`config.mk`:
```
export PLATFORM = sky130hd
export DESIGN_NAME = sonar_array_driver
export DESIGN_NICKNAME = d
export VERILOG_FILES = /design/src/rtl/sonar_array_driver.sv
export SDC_FILE = /design/constraint.sdc
export NUM_CORES = 1
export LEC_CHECK = 0
export ABC_AREA = 1
export BUFFER_PORTS_ARGS = -buffer_cell sky130_fd_sc_hd__buf_2
export CORE_UTILIZATION = 54
export CTS_BUF_LIST = sky130_fd_sc_hd__clkbuf_4
export CTS_CLUSTER_DIAMETER = 80
export DETAILED_ROUTE_END_ITERATION = 16
export GPL_TIMING_DRIVEN = 1
export PLACE_DENSITY_LB_ADDON = 0.08
export SETUP_SLACK_MARGIN = 0.05
export SLEW_MARGIN = 20
export SYNTH_ARGS = -nofsm -noshare
export SYNTH_HDL_FRONTEND = slang
export SYNTH_SLANG_ARGS = --single-unit
```
`constraint.sdc`:
```
create_clock -name clk -period 3.4 [get_ports clk]
set_input_delay 0.68 -clock clk [delete_from_list [all_inputs] [get_ports clk]]
set_output_delay 0.68 -clock clk [all_outputs]
set_load 0.02 [all_outputs]
```
`src/rtl/sonar_array_driver.sv`:
```
// rtl/sonar_array_driver.sv - HC-SR04 sonar array sequencer: trigger, echo timing, distance in mm
// Sweeps enabled sensors lowest-first, one at a time, reporting one result per sensor.
module sonar_array_driver #(
   parameter int FREQ       = 50_000_000,
   parameter int CHANNELS   = 4,
   parameter int DIST_W     = 16,
   parameter int TRIG_US    = 10,
   parameter int TIMEOUT_US = 30000,
   parameter int GAP_US     = 60000,
   localparam int CW        = (CHANNELS > 1) ? $clog2(CHANNELS) : 1
) (
   input  logic                clk,
   input  logic                rst,
   input  logic                start,
   input  logic                continuous,
   input  logic [CHANNELS-1:0] ch_mask,
   input  logic [CHANNELS-1:0] echo,
   output logic [CHANNELS-1:0] trig,
   output logic                busy,
   output logic                valid,
   output logic [CW-1:0]       ch_id,
   output logic [DIST_W-1:0]   distance,
   output logic                timeout
);

   localparam int          DIV      = FREQ / 1_000_000;
   localparam int          PW       = (DIV > 1) ? $clog2(DIV) : 1;
   localparam logic [31:0] MM_Q16   = 32'd11239;
   localparam logic [31:0] DIST_MAX = 32'((64'd1 << DIST_W) - 64'd1);

   typedef enum logic [2:0] {
      IDLE,
      TRIG,
      WAIT_ECHO,
      MEASURE,
      REPORT,
      HOLDOFF
   } state_t;

   state_t              state_q, state_d;
   logic [CHANNELS-1:0] mask_q, mask_d;
   logic [CW-1:0]       ch_q, ch_d;
   logic [PW-1:0]       pre_q, pre_d;
   logic [31:0]         cnt_q, cnt_d;
   logic [31:0]         acc_q, acc_d;
   logic [CHANNELS-1:0] echo_s1_q, echo_s2_q;
   logic [CHANNELS-1:0] trig_q, trig_d;
   logic                valid_q, valid_d;
   logic [CW-1:0]       ch_id_q, ch_id_d;
   logic [DIST_W-1:0]   dist_q, dist_d;
   logic                to_q, to_d;

   logic                tick;
   logic                echo_ch;
   logic [CW-1:0]       low_idx;
   logic [CW-1:0]       nxt_idx;
   logic                nxt_found;
   logic                to_rep;
   logic [31:0]         acc_hi;
   logic [31:0]         dist_sat;

   assign tick    = (pre_q == PW'(DIV - 1));
   assign echo_ch = echo_s2_q[ch_q];

   // Lowest enabled sensor of a fresh mask, and next enabled sensor above the current one.
   always_comb begin
      low_idx   = '0;
      nxt_idx   = '0;
      nxt_found = 1'b0;
      for (int i = CHANNELS - 1; i >= 0; i--) begin
         if (ch_mask[i]) begin
            low_idx = CW'(i);
         end
         if (mask_q[i] && (i > int'(ch_q))) begin
            nxt_idx   = CW'(i);
            nxt_found = 1'b1;
         end
      end
   end

   always_comb begin
      state_d  = state_q;
      mask_d   = mask_q;
      ch_d     = ch_q;
      cnt_d    = cnt_q;
      acc_d    = acc_q;
      valid_d  = 1'b0;
      ch_id_d  = ch_id_q;
      dist_d   = dist_q;
      to_d     = to_q;
      to_rep   = 1'b0;
      acc_hi   = '0;
      dist_sat = '0;
      trig_d   = '0;
      pre_d    = '0;

      case (state_q)
         IDLE: begin
            if (start && (ch_mask != '0)) begin
               mask_d  = ch_mask;
               ch_d    = low_idx;
               state_d = TRIG;
            end
         end
         TRIG: begin
            if (tick) begin
               cnt_d = cnt_q + 32'd1;
               if (cnt_q == 32'(TRIG_US - 1)) begin
                  state_d = WAIT_ECHO;
               end
            end
         end
         WAIT_ECHO: begin
            if (echo_ch) begin
               state_d = MEASURE;
            end else if (tick) begin
               cnt_d = cnt_q + 32'd1;
               if (cnt_q == 32'(TIMEOUT_US - 1)) begin
                  state_d = REPORT;
                  to_rep  = 1'b1;
               end
            end
         end
         MEASURE: begin
            // The tick landing on the cycle that sees echo low still belongs to the pulse:
            // the synchronizer delays the fall by the same amount as the rise.
            if (tick) begin
               cnt_d = cnt_q + 32'd1;
               acc_d = acc_q + MM_Q16;
            end
            if (!echo_ch) begin
               state_d = REPORT;
            end else if (tick && (cnt_q == 32'(TIMEOUT_US - 1))) begin
               state_d = REPORT;
               to_rep  = 1'b1;
            end
         end
         REPORT: begin
            state_d = HOLDOFF;
         end
         HOLDOFF: begin
            if (tick) begin
               cnt_d = cnt_q + 32'd1;
               if (cnt_q == 32'(GAP_US - 1)) begin
                  if (nxt_found) begin
                     ch_d    = nxt_idx;
                     state_d = TRIG;
                  end else if (continuous && (ch_mask != '0)) begin
                     mask_d  = ch_mask;
                     ch_d    = low_idx;
                     state_d = TRIG;
                  end else begin
                     state_d = IDLE;
                  end
               end
            end
         end
         default: begin
            state_d = IDLE;
         end
      endcase

      if (state_d == REPORT) begin
         acc_hi   = {16'd0, acc_d[31:16]};
         dist_sat = (acc_hi > DIST_MAX) ? DIST_MAX : acc_hi;
         valid_d  = 1'b1;
         ch_id_d  = ch_q;
         to_d     = to_rep;
         dist_d   = to_rep ? '1 : dist_sat[DIST_W-1:0];
      end

      // Every state entry restarts the microsecond timebase and the shared counters.
      if (state_d != state_q) begin
         cnt_d = '0;
         acc_d = '0;
         pre_d = '0;
      end else if (!tick) begin
         pre_d = pre_q + 1'b1;
      end

      if (state_d == TRIG) begin
         trig_d[ch_d] = 1'b1;
      end
   end

   always_ff @(posedge clk) begin
      if (rst) begin
         state_q   <= IDLE;
         mask_q    <= '0;
         ch_q      <= '0;
         pre_q     <= '0;
         cnt_q     <= '0;
         acc_q     <= '0;
         echo_s1_q <= '0;
         echo_s2_q <= '0;
         trig_q    <= '0;
         valid_q   <= 1'b0;
         ch_id_q   <= '0;
         dist_q    <= '0;
         to_q      <= 1'b0;
      end else begin
         state_q   <= state_d;
         mask_q    <= mask_d;
         ch_q      <= ch_d;
         pre_q     <= pre_d;
         cnt_q     <= cnt_d;
         acc_q     <= acc_d;
         echo_s1_q <= echo;
         echo_s2_q <= echo_s1_q;
         trig_q    <= trig_d;
         valid_q   <= valid_d;
         ch_id_q   <= ch_id_d;
         dist_q    <= dist_d;
         to_q      <= to_d;
      end
   end

   assign trig     = trig_q;
   assign busy     = (state_q != IDLE);
   assign valid    = valid_q;
   assign ch_id    = ch_id_q;
   assign distance = dist_q;
   assign timeout  = to_q;

endmodule

```
==> impl_metrics.json <==
{
  "maxSlewHeadroom_pct": 57.9,
  "via_per_inst": 5.08,
  "tightestPinTransition_ps": 630,
  "cp_top_family": "simple AND/OR/NAND/NOR gates",
  "synth.cell_area_mm2": 0.00580,
  "synth-warning-count": 0,
  "grt_pass1_vias": 4923,
  "drtIter0Drc": 387,
  "startpoint_type": "register",
  "synth_edf_count": 0,
  "grt_use_met3_pct": 4.39,
  "dpl.hpwl_um": 9270,
  "worst-path-buf-inv": 1,
  "finalPower_mw": 2.12,
  "fmax_mhz": 389,
  "use_met2_pct": 41.1,
  "final_common_cell": "nor2_1",
  "cts_made_buffers": 9,
  "arrival_ps": 2960,
  "critPathKind": "reg2reg",
  "final_cell_mix": "nor2_1, nand2_1, inv_1, dfxtp_1, nand3_1",
  "gr-total-overflow": 0,
  "slew_violations": 0,
  "grt_usage_pct": 24.0,
  "area_growth_pct": 7.21,
  "postLayoutCoreUtil_pct": 60.0,
  "p_leak_nw": 2.46,
  "status": "completed",
  "finalHoldViolations": 0,
  "crit_path_frequent_cell": "nor2_1",
  "initial_core_util_pct": 55.9,
  "syn_nets": 872,
  "diodes": 0,
  "core_area_mm2": 0.0104,
  "drv_cap": 0,
  "post_cts_buffers": 0,
  "fin_setup_tns_ps": 0,
  "die_x_um": 106,
  "seq_area_frac_synth_pct": 38.0,
  "ys_ff_latch": 110,
  "fp-row-count": 37,
  "cts_resized": 0,
  "grt.busiest_layer": "met2",
  "hold_path.class": "in2reg",
  "route.detailed.drc": 0,
  "peakVddDrop_v": 0.000219,
  "cts_max_level": 3,
  "cts_hold_buf": 0,
  "die_h_um": 106,
  "crit_slowest_cell": "dfxtp_1",
  "drive_above_1_share_pct": 9.51,
  "grt_pass1_wl_um": 21800,
  "ant_nets": 0,
  "io_buffers": 36,
  "endpoint_kind": "register",
  "finClkSkew_ps": 15.7,
  "cts.sinks": 110,
  "die-area_mm2": 0.0112,
  "async_flop_share_pct": 0,
  "synth_cell_types": 36,
  "routed_wirelength_um": 12600,
  "routedWlPerCell_um": 12.2,
  "path_cells": "ha_1 -> nand3_1 -> nor2_1 -> nand3_1 -> nor2_1 -> a21oi_1 -> nor2_2 -> nand2_1 -> nand2_1 -> nand2_2 -> nand2_4 -> buf_12 -> nor2_1",
  "synthFlopType": "dfxtp_1",
  "worstPathMaxFanout": 34,
  "min_period_ps": 2570,
  "setup_viol": 0,
  "use_met1_pct": 30.7,
  "firstDrtPassIters": 6,
  "num_io_pins": 37,
  "crit_required_ps": 3790,
  "cts.clk_slew.worst_paths_ps": 180,
  "tritoncts": "yes",
  "cts-root-buf": "clkbuf_4",
  "vias": 5236,
  "clock_path_buffers": 2,
  "avgSynthCellArea_um2": 6.78,
  "finalCritPeriodShare_pct": 75.7,
  "power_density_mw_per_mm2": 340,
  "antenna_found_initial": 0,
  "gp_congestion": 0.935,
  "nets": 906,
  "rsz0062_at_grt": "no",
  "r2r_setup_slack_ps": 830,
  "grt_max_degree": 35,
  "synthCells": 855,
  "cpPeakStageDelay_ps": 460,
  "insertion_delay_ps": 480
}
## cell usage after synthesis (2+ instances only)
master / instances / area share, %
a21oi_1: 39 / 3.4
buf_2: 3 / 0.26
buf_4: 2 / 0.26
buf_6: 6 / 1.2
clkbuf_1: 5 / 0.32
dfxtp_1: 110 / 38
ha_1: 5 / 1.1
inv_1: 117 / 7.6
inv_2: 4 / 0.26
nand2_1: 146 / 9.4
nand2_2: 3 / 0.32
nand2_4: 2 / 0.39
nand3_1: 56 / 4.8
nand3b_1: 4 / 0.52
nand4_1: 15 / 1.6
nor2_1: 181 / 12
nor2_2: 12 / 1.3
nor2_4: 3 / 0.58
nor3_1: 25 / 2.2
nor4_1: 7 / 0.76
o21ai_0: 34 / 2.9
o21bai_1: 2 / 0.26
xnor2_1: 10 / 1.5
xor2_1: 52 / 7.9
## stage by stage
step	cell area, µm²	hold WS (ps)	setup WS [ps]	instances
3_3_place_gp	6070	390	913	1014
5_1_grt	6220	347	583	1030
6_report	6220	372	826	1030
4_1_cts	6220	351	867	1030
2_1_floorplan	5800	388	1500	855
3_5_place_dp	6070	401	828	1014
## area by class of cell
type,instances,area (µm²)
tap,136,170
clock buffer,9,67.6
clock inverter,7,81.3
fill,1025,4150
timing repair buffer,39,215
multi-input combinational,606,3020
inverter,123,463
sequential,110,2200
## registers in the layout, indices dropped and copies added (netlist names)
name,flops
mask_q,3
echo_s2_q,4
cnt_q,32
trig,4
acc_q,32
ch_q,2
valid,1
pre_q,6
distance,16
echo_s1_q,4
state_q,3
timeout,1
ch_id,2
## worst paths after layout
| check | start | to | cells past startpoint |
|---|---|---|---|
| max reg2reg | cnt_q[0] | cnt_q[24] | 13 |
| max | cnt_q[0] | cnt_q[24] | 13 |
| min reg2reg | echo_s1_q[0] | echo_s2_q[0] | 2 |
| min | echo[3] | echo_s1_q[3] | 3 |
## cells by family after synthesis
group	Yosys count	synth area share, %
adders and majority gates	5	1.08
and+or+nand+nor	459	34.4
buffers and inverters	139	9.99
AOI/OAI and AO/OA	80	7.23
xor gates and xnor gates	62	9.36
DFF	110	38.0
## layer usage
metal	vias to the layer above	share of wire (%)
met2	155	48
met5	-	0
met1	2325	46
met3	18	5.1
li1	2738	-
met4	0	1.4
## where the power goes
| part | total (mW) | leakage, nW | switching (mW) | internal [mW] |
|---|---|---|---|---|
| sequential | 1.31 | 0.889 | 0.00822 | 1.30 |
| clock | 0.681 | 0.0805 | 0.498 | 0.182 |
| combinational | 0.123 | 1.49 | 0.0870 | 0.0365 |
| total | 2.12 | 2.46 | 0.593 | 1.52 |
## worst min-delay path: stages
cell and delay [ps]:
buf_2 90, inv_1 40, nor2_1 30
No activity file was read; power rests on OpenSTA's default activity.
